$ cat config.mk
export PLATFORM = sky130hd
export DESIGN_NAME = ps2_key_rx
export DESIGN_NICKNAME = d
export VERILOG_FILES = /design/src/rtl/ps2_key_rx.sv
export SDC_FILE = /design/constraint.sdc
export NUM_CORES = 1
export LEC_CHECK = 0
export ABC_CLOCK_PERIOD_IN_PS = 2600
export BUFFER_PORTS_ARGS = -buffer_cell sky130_fd_sc_hd__buf_2
export CORE_AREA = 5 5 79 81
export DETAILED_ROUTE_END_ITERATION = 8
export DIE_AREA = 0 0 84 86
export GPL_TIMING_DRIVEN = 0
export PLACE_DENSITY_LB_ADDON = 0.1
export SLEW_MARGIN = 20
export SYNTH_ARGS = -nofsm -noshare
export SYNTH_HDL_FRONTEND = slang
export SYNTH_SLANG_ARGS = --single-unit
export TNS_END_PERCENT = 10
$ cat constraint.sdc
create_clock -name clk_sys -period 2.6 [get_ports clk_sys]
set_input_delay 0.39 -clock clk_sys [delete_from_list [all_inputs] [get_ports clk_sys]]
set_output_delay 0.39 -clock clk_sys [all_outputs]
set_load 0.005 [all_outputs]
$ cat src/rtl/ps2_key_rx.sv
// PS/2 keyboard receiver: turns the raw device-clocked serial stream into the
// 11-bit toggle-strobed key event word {toggle, pressed, extended, code}.
// Optional build macro PS2_REPEAT_FILTER_EN suppresses typematic auto-repeat
// by dropping a make event identical to the last one emitted.
module ps2_key_rx #(
   parameter int FILTER_LEN = 8,
   parameter int TIMEOUT    = 49152
) (
   input  logic        clk_sys,
   input  logic        reset,
   input  logic        ps2_clk_in,
   input  logic        ps2_data_in,
   output logic [10:0] ps2_key,
   output logic        frame_err
);

   localparam int FILT_W = (FILTER_LEN > 1) ? $clog2(FILTER_LEN) : 1;
   localparam int TO_W   = (TIMEOUT > 1) ? $clog2(TIMEOUT) : 1;
   localparam logic [FILT_W-1:0] FILT_LAST = FILT_W'(FILTER_LEN - 1);
   localparam logic [TO_W-1:0]   TO_LAST   = TO_W'(TIMEOUT - 1);

   typedef enum logic [1:0] {
      ST_IDLE,
      ST_DATA,
      ST_PARITY,
      ST_STOP
   } state_t;

   logic              clk_meta;
   logic              clk_sync;
   logic              data_meta;
   logic              data_sync;
   logic              clk_filt;
   logic [FILT_W-1:0] filt_cnt;
   logic              fall_stb;

   state_t            state;
   state_t            state_nxt;
   logic [2:0]        bit_cnt;
   logic [7:0]        shift_reg;
   logic              parity_bit;
   logic              parity_ok;
   logic [TO_W-1:0]   to_cnt;
   logic              stop_good;
   logic              stop_bad;
   logic              timeout_hit;

   logic              byte_valid;
   logic [7:0]        byte_reg;
   logic              ext_flag;
   logic              brk_flag;
   logic [2:0]        skip_cnt;
   logic              is_ignored;
   logic              emit_ok;

`ifdef PS2_REPEAT_FILTER_EN
   logic              rep_valid;
   logic [8:0]        rep_key;
   logic              rep_match;
`endif

   // Two-flop synchronisers for the asynchronous PS/2 pins.
   always_ff @(posedge clk_sys or posedge reset) begin
      if (reset) begin
         clk_meta  <= 1'b1;
         clk_sync  <= 1'b1;
         data_meta <= 1'b1;
         data_sync <= 1'b1;
      end else begin
         clk_meta  <= ps2_clk_in;
         clk_sync  <= clk_meta;
         data_meta <= ps2_data_in;
         data_sync <= data_meta;
      end
   end

   // Glitch filter: the clock level flips only after a full run of differing samples; a flip to 0 yields the fall strobe.
   always_ff @(posedge clk_sys or posedge reset) begin
      if (reset) begin
         clk_filt <= 1'b1;
         filt_cnt <= '0;
         fall_stb <= 1'b0;
      end else begin
         fall_stb <= 1'b0;
         if (clk_sync == clk_filt) begin
            filt_cnt <= '0;
         end else if (filt_cnt == FILT_LAST) begin
            clk_filt <= clk_sync;
            filt_cnt <= '0;
            fall_stb <= ~clk_sync;
         end else begin
            filt_cnt <= filt_cnt + 1'b1;
         end
      end
   end

   // Frame state register.
   always_ff @(posedge clk_sys or posedge reset) begin
      if (reset) begin
         state <= ST_IDLE;
      end else begin
         state <= state_nxt;
      end
   end

   // Frame sequencing: falls advance the frame, a stalled clock mid-frame abandons it.
   always_comb begin
      state_nxt   = state;
      stop_good   = 1'b0;
      stop_bad    = 1'b0;
      timeout_hit = 1'b0;
      parity_ok   = ^{shift_reg, parity_bit};
      if (fall_stb) begin
         case (state)
            ST_IDLE: begin
               if (!data_sync) begin
                  state_nxt = ST_DATA;
               end
            end
            ST_DATA: begin
               if (bit_cnt == 3'd7) begin
                  state_nxt = ST_PARITY;
               end
            end
            ST_PARITY: begin
               state_nxt = ST_STOP;
            end
            ST_STOP: begin
               state_nxt = ST_IDLE;
               if (data_sync && parity_ok) begin
                  stop_good = 1'b1;
               end else begin
                  stop_bad = 1'b1;
               end
            end
            default: begin
               state_nxt = ST_IDLE;
            end
         endcase
      end else if (state != ST_IDLE && to_cnt == TO_LAST) begin
         state_nxt   = ST_IDLE;
         timeout_hit = 1'b1;
      end
   end

   // Bit capture, timeout counting and hand-off of a completed byte to the decoder.
   always_ff @(posedge clk_sys or posedge reset) begin
      if (reset) begin
         to_cnt     <= '0;
         bit_cnt    <= '0;
         shift_reg  <= '0;
         parity_bit <= 1'b0;
         byte_valid <= 1'b0;
         byte_reg   <= '0;
         frame_err  <= 1'b0;
      end else begin
         if (fall_stb || state == ST_IDLE || timeout_hit) begin
            to_cnt <= '0;
         end else begin
            to_cnt <= to_cnt + 1'b1;
         end
         if (fall_stb) begin
            case (state)
               ST_IDLE: begin
                  bit_cnt <= '0;
               end
               ST_DATA: begin
                  shift_reg <= {data_sync, shift_reg[7:1]};
                  bit_cnt   <= bit_cnt + 1'b1;
               end
               ST_PARITY: begin
                  parity_bit <= data_sync;
               end
               default: begin
               end
            endcase
         end
         byte_valid <= stop_good;
         if (stop_good) begin
            byte_reg <= shift_reg;
         end
         frame_err <= stop_bad | timeout_hit;
      end
   end

   // Classify the received byte: protocol replies are dropped unless a prefix is pending; repeats may be suppressed.
   always_comb begin
      is_ignored = 1'b0;
      emit_ok    = 1'b1;
      if (!ext_flag && !brk_flag) begin
         case (byte_reg)
            8'hAA, 8'hFA, 8'hFE, 8'hEE, 8'h00, 8'hFF: is_ignored = 1'b1;
            default: is_ignored = 1'b0;
         endcase
      end
`ifdef PS2_REPEAT_FILTER_EN
      rep_match = rep_valid && (rep_key == {ext_flag, byte_reg});
      if (!brk_flag && rep_match) begin
         emit_ok = 1'b0;
      end
`endif
   end

   // Prefix tracking and event emission; any frame error flushes the pending prefixes.
   always_ff @(posedge clk_sys or posedge reset) begin
      if (reset) begin
         ps2_key   <= '0;
         ext_flag  <= 1'b0;
         brk_flag  <= 1'b0;
         skip_cnt  <= '0;
`ifdef PS2_REPEAT_FILTER_EN
         rep_valid <= 1'b0;
         rep_key   <= '0;
`endif
      end else if (stop_bad || timeout_hit) begin
         ext_flag  <= 1'b0;
         brk_flag  <= 1'b0;
         skip_cnt  <= '0;
`ifdef PS2_REPEAT_FILTER_EN
         rep_valid <= 1'b0;
`endif
      end else if (byte_valid) begin
         if (skip_cnt != 3'd0) begin
            skip_cnt <= skip_cnt - 1'b1;
         end else if (byte_reg == 8'hE0) begin
            ext_flag <= 1'b1;
         end else if (byte_reg == 8'hF0) begin
            brk_flag <= 1'b1;
         end else if (byte_reg == 8'hE1) begin
            skip_cnt <= 3'd7;
            ext_flag <= 1'b0;
            brk_flag <= 1'b0;
         end else if (!is_ignored) begin
            if (emit_ok) begin
               ps2_key <= {~ps2_key[10], ~brk_flag, ext_flag, byte_reg};
            end
`ifdef PS2_REPEAT_FILTER_EN
            if (!brk_flag) begin
               rep_key   <= {ext_flag, byte_reg};
               rep_valid <= 1'b1;
            end else if (rep_match) begin
               rep_valid <= 1'b0;
            end
`endif
            ext_flag <= 1'b0;
            brk_flag <= 1'b0;
         end
      end
   end

endmodule

==> results by group <==
GRT
  – Antenna violations before repair: 0
  – Vias in the first global route: roughly 2000
  – Largest net degree at the start of global routing: 38
  – GRT Total Usage: around 16%
  – Global route overflow: 0
  – First-pass GRT wire length: between 9000 and 10000 µm

Run
  – Max-cap violation count: 0

Placement
  – DP HPWL: between 3000 and 4000 µm
  – Post-Place Cells: 360
  – Gpl congestion: approximately 0.76
  – Port bufs: 15
  – DP Worst Slack: slightly above 0.1 ns

Synth
  – Async SR Flop Fraction: 100%
  – Commonest cells post-synth: dfrtp_1 (60), nor2_1 (25), inv_1 (22), mux2_2 (19)
  – Synth area leaders: dfrtp_1 (48%), mux2_2 (6.9%), ha_1 (4.4%)
  – Avg Cell Area, Syn: ~11 µm²
  – Area leader, netlist: dfrtp_1
  – Yosys top cell area share: 48.2%
  – Synth cell types: 52
  – Ys flop type: dfrtp_1
  – Sequential fraction of the synthesis area: a little over half
  – Post-Synthesis Cells: 272
  – FF+latch count, synth: 65
  – Count leader, synth: dfrtp_1
  – Synth Cell Area: around 3100 µm²
  – Post-synth EDFFs: 0
  – Synthesized Nets: 287
  – Warnings, synthesis: 0

Finish
  – Non-Filler Instances: 376
  – Top reg by flops: to_cnt
  – Layout cells sized above 1: between 20% and 30%
  – Max reg flops: 16
  – Largest regs: to_cnt (16), ps2_key (11)
  – Area growth syn-to-layout: 13.5%
  – # diodes: 0
  – Nets: about 310

Timing
  – Setup TNS: 0 ns
  – Relative slew slack: a little under two fifths
  – Hold Slack: approximately 0.038 ns
  – Setup Skew: 0.00364 ns
  – Slew @ Worst Pin: 0.923 ns
  – Final Cycle Share: approximately 93%
  – Unrepaired setup endpoints after global routing: false
  – Final setup violation count: 0
  – Final Hold Fails: 0
  – Setup ws final: roughly 0.18 ns
  – Slew Viols, Final: 0
  – Crit path time final: 2.42 ns
  – Max Freq: 0.414 GHz

Route
  – TritonRoute pass-1 iters: 4
  – Met1 WL: around 2600 µm
  – DR DRC count: 0
  – WL/cell: approximately 14 µm
  – Met3 wire length: between 200 and 250 µm
  – Vias: about 2100
  – DR iter-0 viols: 97
  – WL met2: 2290 µm
  – Via density: between 5 and 6
  – Post-Route WL: slightly above 5000 µm
  – Routed Antenna Nets: 0
  – Top routing layer used: met4

Clock network
  – CTS buffer count: 9
  – Worst-path clk slew: ~0.07 ns
  – Post-CTS Setup Bufs: 0
  – Clk root buf: clkbuf_8
  – CTS tree: built
  – Post-cts sizing count: 0
  – Hold-fix buffers at CTS: 0
  – Clock Path Buffers: 2
  – H-tree depth: 3
  – Skew-Pair Late Insertion Delay: ~0.33 ns
  – Sink Count: between 60 and 70

Floorplanning
  – Initial Utilization: 57.6%
  – Ports: 16
  – Die height: 86 µm
  – Die width: 84 µm
  – # rows: 27
  – Die area: about 7200 µm²
  – Core Area: between 5000 and 6000 µm²

Setup path
  – Critical Path AT: between 2 and 3 ns
  – Crit-path max FO: 10
  – CP endpoint kind: flop
  – CP Launch Point: to_cnt[0]
  – R2R setup slack: 0.18 ns
  – Worst R2R Path Depth: 9
  – Reg2Reg Launch Point: to_cnt[0]
  – Reg2reg end: ps2_key[1]
  – CP Class: flop to flop
  – CP endpoint: ps2_key[1]
  – Critical Path Source Type: flop
  – CP required: roughly 2.8 ns

Worst hold path
  – HP Class: input port to async pin

Outcome
  – Status: finished clean

Pwr
  – Final Total Pwr: 0.00209 W
  – Power Density: about 590 nW/µm²
  – Leakage Power: 1.63 nW
  – Max VDD drop: 319 µV
==> layout by cell type, fill, tap and decap left out, types with 6 or more instances in the layout <==
cell type,n
dfrtp_1,60
o32ai_1,10
clkbuf_1,6
xnor2_1,7
xor2_1,10
inv_1,21
clkbuf_8,11
buf_2,15
nand2_1,13
ha_1,11
o21ai_0,11
mux2_2,19
nor2_1,25
nand3_1,13
==> cell families after synthesis <==
kind of cell	after synthesis	synth area share [%]
AO/OA/AOI/OAI	44	10.4
XOR/XNOR	19	6.22
adder cells (fa/ha/maj)	11	4.42
buffers and inverters	28	4.10
flip-flops	65	52.4
multiplexers	21	7.63
AND/OR/NAND/NOR	84	14.9
==> layer usage <==
metal,GRT usage [%],up-vias
met2,25.1,34
li1,-,1018
met1,21.1,1037
met5,0,-
met4,5.26,0
met3,5.67,10
==> metrics by stage <==
| step | cell area [µm²] | utilization (%) |
|---|---|---|
| floorplan | 3120 | - |
| global placement | 3280 | 60.7 |
| detailed placement | 3300 | 61.1 |
| CTS | 3530 | 65.2 |
| global route | 3540 | 65.4 |
| finish | 3540 | 65.4 |
==> worst max-delay path: stages (launching register included) <==
cell and delay, ns:
dfrtp_1 0.37, ha_1 0.32, nand2_8 0.07, or3_1 0.38, buf_6 0.15, or3_4 0.36, buf_6 0.14, and4_4 0.14
buf_6 0.13, o32ai_1 0.26
==> report_power, final <==
group / total (W) / internal (W) / switching [W] / leakage [nW]
sequential: 0.00106 / 0.00105 / 0.0000157 / 0.889
combinational: 0.0000704 / 0.0000312 / 0.0000392 / 0.626
clock: 0.000953 / 0.000594 / 0.000359 / 0.111
total: 0.00209 / 0.00167 / 0.000414 / 1.63
==> cell type report <==
class | instances | area, µm²
fill | 442 | 1870
sequential | 65 | 1630
multi-input combinational | 179 | 1370
clock buffer | 14 | 163
timing repair buffer | 16 | 95.1
tap | 72 | 90.1
inverter | 22 | 85.1
clock inverter | 2 | 60.1
buffer | 6 | 45.0
==> how the worst min path moves through the flow <==
stage,endpoint,start,cells past startpoint
floorplan,clk_sync,clk_meta,0
global placement,data_sync,data_meta,0
detailed placement,data_sync,data_meta,0
CTS,to_cnt[8],reset,2
global route,fall_stb,reset,2
finish,fall_stb,reset,2
(Power assumes the default switching activity.)
